[src/rtl/prog_loader.sv]
// Byte-stream program loader: packs received bytes into 16-bit words, writes them to program memory
// from address 0 and holds the CPU in reset until a HALT word lands. Optional checksum: PROG_LOADER_CHECKSUM_EN.
module prog_loader #(
  parameter int B = 16,
  parameter int W = 11
) (
  input  logic         clk,
  input  logic         reset,
  input  logic         start,
  input  logic [7:0]   rx_data,
  input  logic         rx_valid,
  output logic         pm_wr_en,
  output logic [W-1:0] pm_addr,
  output logic [B-1:0] pm_data,
  output logic         cpu_reset,
  output logic         busy,
  output logic         done,
  output logic         err
);

  typedef enum logic [2:0] {
    S_IDLE,
    S_HI,
    S_LO,
`ifdef PROG_LOADER_CHECKSUM_EN
    S_CHK,
`endif
    S_DONE,
    S_ERR
  } state_e;

  state_e         state_q, state_d;
  logic [W-1:0]   addr_q, addr_d;
  logic [7:0]     hi_q, hi_d;
  logic           wr_q, wr_d;
  logic [W-1:0]   paddr_q, paddr_d;
  logic [B-1:0]   pdata_q, pdata_d;
  logic [B-1:0]   word;
`ifdef PROG_LOADER_CHECKSUM_EN
  logic [7:0]     xor_q, xor_d;
`endif

  assign word = {hi_q, rx_data};

  always_comb begin
    // NOTE: every variable gets a default first so no path through the case infers a latch.
    state_d = state_q;
    addr_d  = addr_q;
    hi_d    = hi_q;
    wr_d    = 1'b0;
    paddr_d = paddr_q;
    pdata_d = pdata_q;
`ifdef PROG_LOADER_CHECKSUM_EN
    xor_d   = xor_q;
`endif
    case (state_q)
      S_IDLE, S_DONE, S_ERR: begin
        // A byte coinciding with an accepted start is deliberately dropped.
        if (start) begin
          state_d = S_HI;
          addr_d  = '0;
`ifdef PROG_LOADER_CHECKSUM_EN
          xor_d   = 8'h00;
`endif
        end
      end
      S_HI: begin
        if (rx_valid) begin
          hi_d    = rx_data;
          state_d = S_LO;
`ifdef PROG_LOADER_CHECKSUM_EN
          xor_d   = xor_q ^ rx_data;
`endif
        end
      end
      S_LO: begin
        if (rx_valid) begin
          wr_d    = 1'b1;
          paddr_d = addr_q;
          pdata_d = word;
`ifdef PROG_LOADER_CHECKSUM_EN
          xor_d   = xor_q ^ rx_data;
`endif
          if (word[15:11] == 5'b00000) begin
`ifdef PROG_LOADER_CHECKSUM_EN
            state_d = S_CHK;
`else
            state_d = S_DONE;
`endif
          end else if (addr_q == {W{1'b1}}) begin
            // Overflow: the last word is still written, but the load fails.
            state_d = S_ERR;
          end else begin
            addr_d  = addr_q + W'(1);
            state_d = S_HI;
          end
        end
      end
`ifdef PROG_LOADER_CHECKSUM_EN
      S_CHK: begin
        if (rx_valid) begin
          state_d = (rx_data == xor_q) ? S_DONE : S_ERR;
        end
      end
`endif
      default: state_d = S_IDLE;
    endcase
  end

  // NOTE: sequential state uses non-blocking assignments so all flops update together on the edge.
  always_ff @(posedge clk or negedge reset) begin
    if (!reset) begin
      state_q <= S_IDLE;
      addr_q  <= '0;
      hi_q    <= 8'h00;
      wr_q    <= 1'b0;
      paddr_q <= '0;
      pdata_q <= '0;
`ifdef PROG_LOADER_CHECKSUM_EN
      xor_q   <= 8'h00;
`endif
    end else begin
      state_q <= state_d;
      addr_q  <= addr_d;
      hi_q    <= hi_d;
      wr_q    <= wr_d;
      paddr_q <= paddr_d;
      pdata_q <= pdata_d;
`ifdef PROG_LOADER_CHECKSUM_EN
      xor_q   <= xor_d;
`endif
    end
  end

  assign pm_wr_en  = wr_q;
  assign pm_addr   = paddr_q;
  assign pm_data   = pdata_q;
  assign done      = (state_q == S_DONE);
  assign err       = (state_q == S_ERR);
  assign cpu_reset = (state_q != S_DONE);
  assign busy      = (state_q != S_IDLE) && (state_q != S_DONE) && (state_q != S_ERR);

endmodule

[config.mk]
export PLATFORM = sky130hd
export DESIGN_NAME = prog_loader
export DESIGN_NICKNAME = d
export VERILOG_FILES = /design/src/rtl/prog_loader.sv
export SDC_FILE = /design/constraint.sdc
export NUM_CORES = 1
export LEC_CHECK = 0
export ABC_AREA = 1
export BUFFER_PORTS_ARGS = -buffer_cell sky130_fd_sc_hd__buf_2
export CAP_MARGIN = 10
export CORE_ASPECT_RATIO = 1.4
export CORE_MARGIN = 1.5
export CORE_UTILIZATION = 54
export CTS_BUF_LIST = sky130_fd_sc_hd__clkbuf_16
export DETAILED_ROUTE_END_ITERATION = 16
export PLACE_DENSITY = 0.89
export SLEW_MARGIN = 20
export SYNTH_ARGS = -nofsm -noshare
export SYNTH_HDL_FRONTEND = slang
export SYNTH_SLANG_ARGS = --single-unit
[constraint.sdc]
create_clock -name clk -period 2.03 [get_ports clk]
set_clock_uncertainty 0.05 [all_clocks]
set_input_delay 0.406 -clock clk [delete_from_list [all_inputs] [get_ports clk]]
set_output_delay 0.406 -clock clk [all_outputs]
set_load 0.03 [all_outputs]
==> out/metrics.yaml <==
cp_class: "reg2reg"
worst-r2r-cell-count: 9
cts_post_setup_buffers_inserted: 0
synth_seq_area_share_pct: 54.6
num-nets-final: 345
critPathCaptureType: "flop"
final_period_minus_worst_setup_slack_ps: 1790
r2r_setup_slack_ps: 240
max_cap_violations: 0
postSynthNetCount: 300
crit_path_launch_type: "flop"
timing.slew.headroom_pct: 59.8
power.density_cell_area_mw_per_mm2: 1410
synth_compound_gate_area_share_pct: 8.02
fillers: 319
avgRoutedWirePerCell_um: 12.8
routed-via-count: 1978
synthesis.area_mm2: 0.00229
synth.lib_cells_used.distinct: 24
numPortBuffers: 43
synth_mux_area_share_pct: 0
grt_first_pass_wirelength_um: 8180
routabilityCongestion: 0.919
final_max_tran_viols: 0
start_util_pct: 57.0
worstSetupEndpoint: "addr_q[10]"
power_mw: 3.83
final_core_utilization_pct: 67.5
cp_data_arrival_time_ps: 1970
layout.cells.most_common: "sky130_fd_sc_hd__nand2_1"
ys_warn_count: 0
areaGrowthSynthToFinish_pct: 18.3
cp.required_ps: 2210
r2r_end: "addr_q[10]"
crit_fanout: 12
post_route_cells_drive_above_1_share_pct: 19.8
worstSkewPairLatency_ps: 290
num_rows: 27
p_leak_nw: 1.49
setup_viol: 0
cts-root-to-sink-buffers: 2
maximum_number_of_pins_on_one_net_before_global_route_repair: 51
worstPathCellList: "ha_1 > nand3_2 > nor2_4 > nand3_2 > nand2_2 > nand2_2 > nand2_4 > nand2_1 > nand2_1"
core_area_mm2: 0.00402
count_of_antenna_diodes_in_the_layout: 0
avgViaCountPerCell: 5.26
boundaryPins: 44
seq_area_mm2: 0.00125
cts_hold_buffers: 0
drt-total-wl_um: 4820
synth_seq_cells: 50
grt_remaining_overflow: 0
drtAntennaViolNets: 0
die_area_mm2: 0.00465
failing_checks: "DRC"
clk_pin_slew_worst_setup_hold_paths_ps: 60
report.final.hold_viol_count: 0
synth-xor-area-share_pct: 0.382
synth-adder-area-share_pct: 0.546
grt_setup_unrepaired: "no"
timing.rr.start: "addr_q[0]"
grt_pass1_vias: 1897
synthSimpleGateAreaFrac_pct: 29.2
max_stage_delay_ps: 460
multiInputGateArea_um2: 880
run_status: "finished, violations left"
number_of_sinks_on_the_clock_net: 50
crit_slowest_cell: "sky130_fd_sc_hd__dfrtp_1"
h-tree-depth: 2
layout.cells.most_common_list: "sky130_fd_sc_hd__nand2_1 (107), sky130_fd_sc_hd__dfrtp_1 (50), sky130_fd_sc_hd__buf_2 (43)"
die_width_um: 58.1
cts_made_buffers: 5
router_iterations_before_antenna_repair: 10
synthCells: 287
min_path_type: "in2async"
cts_tree: "done"
detail_route.iter0.violations: 84
dpl.hpwl_um: 3290
timing_worst_slew_pin_value_ps: 604
antenna_found_initial: 0
timing.fmax_mhz: 558
setup-tns-final_ps: 0
gr-usage-all-layers_pct: 22.7
postSynthAreaPerCell_um2: 7.99
drt_drc_violations_left: 4
setup.worst_path.start: "addr_q[0]"
die_y_um: 80.1
clockRootBuffer: "sky130_fd_sc_hd__clkbuf_16"
cts-resized-gates: 0
max-vdd-ir-drop_mv: 0.891
finalCritPeriodShare_pct: 88.2
dominant_combinational_cell_family_by_area_after_synthesis: "simple AND/OR/NAND/NOR gates"
critical path: cells and delay by family, from the launching register on:
kind                     cells  cell delay [ps]
adder cells (fa/ha/maj)      1              240
AND/OR/NAND/NOR              8              970
flip-flops                   1              460
Yosys cell counts:
cell type	number	area share, %
sky130_fd_sc_hd__a21oi_1	6	1.3
sky130_fd_sc_hd__buf_2	2	0.44
sky130_fd_sc_hd__buf_4	1	0.33
sky130_fd_sc_hd__buf_6	2	0.98
sky130_fd_sc_hd__clkbuf_1	5	0.82
sky130_fd_sc_hd__clkinv_1	1	0.16
sky130_fd_sc_hd__dfrtp_1	50	55
sky130_fd_sc_hd__ha_1	1	0.55
sky130_fd_sc_hd__inv_1	26	4.3
sky130_fd_sc_hd__inv_2	2	0.33
sky130_fd_sc_hd__nand2_1	107	18
sky130_fd_sc_hd__nand2_2	4	1.1
sky130_fd_sc_hd__nand3_1	16	3.5
sky130_fd_sc_hd__nand3_2	2	0.87
sky130_fd_sc_hd__nand3b_1	1	0.33
sky130_fd_sc_hd__nand4_1	1	0.27
sky130_fd_sc_hd__nor2_1	25	4.1
sky130_fd_sc_hd__nor2_2	1	0.27
sky130_fd_sc_hd__nor2_4	2	0.98
sky130_fd_sc_hd__nor2b_1	1	0.27
sky130_fd_sc_hd__o21ai_0	28	6.1
sky130_fd_sc_hd__o21bai_1	1	0.33
sky130_fd_sc_hd__o22ai_1	1	0.27
sky130_fd_sc_hd__xnor2_1	1	0.38
registers in the layout (all words and copies together), names as in the netlist:
| register | flops |
|---|---|
| hi_q | 8 |
| pm_data | 16 |
| pm_addr | 11 |
| state_q | 3 |
| pm_wr_en | 1 |
| addr_q | 11 |
cell families (layout without fill, tap and decap cells):
group | Yosys count | in the layout
buffers and inverters | 39 | 85
xor gates and xnor gates | 1 | 1
AOI/OAI and AO/OA | 36 | 36
adders and majority gates | 1 | 1
DFF | 50 | 50
and+or+nand+nor | 160 | 160
stage by stage:
step	hold WS (ps)	std cells	cell area (um2)	worst slack, ps
floorplan	60.4	287	2290	451
global placement	399	368	2540	342
detailed placement	412	368	2540	229
CTS	187	376	2710	199
global route	233	376	2710	59.8
finish	162	376	2710	239
where the power goes:
group	switching [mW]	internal, mW
Clock	0.353	0.576
Sequential	0.175	1.27
Combinational	1.04	0.420
Total	1.57	2.26
how the worst min path moves through the flow:
stage / startpoint / end / slack (ps) / cells after the start
after global placement: hi_q[2] / pm_data[10] / 400 / 2
after CTS: reset / pm_addr[8] / 190 / 2
final: reset / pm_data[8] / 160 / 2
after floorplan: reset / addr_q[0] / 60 / 0
after global routing: reset / pm_wr_en / 230 / 2
after detailed placement: hi_q[2] / pm_data[10] / 410 / 2
layout make-up:
cell class | instances | share of cell area [%]
clock inverter | 3 | 1.52
multi-input combinational | 198 | 32.4
timing repair buffer | 48 | 9.32
tap | 43 | 1.98
inverter | 29 | 4.01
clock buffer | 5 | 4.61
sequential | 50 | 46.1
layer usage:
layer | global-route usage [%] | routed length, um | vias to the layer above
li1 | - | - | 983
met1 | 26.0 | 1940 | 932
met2 | 40.5 | 2590 | 55
met3 | 5.31 | 193 | 8
met4 | 8.60 | 85 | 0
met5 | 0 | 0 | -
(Power assumes the default switching activity.)
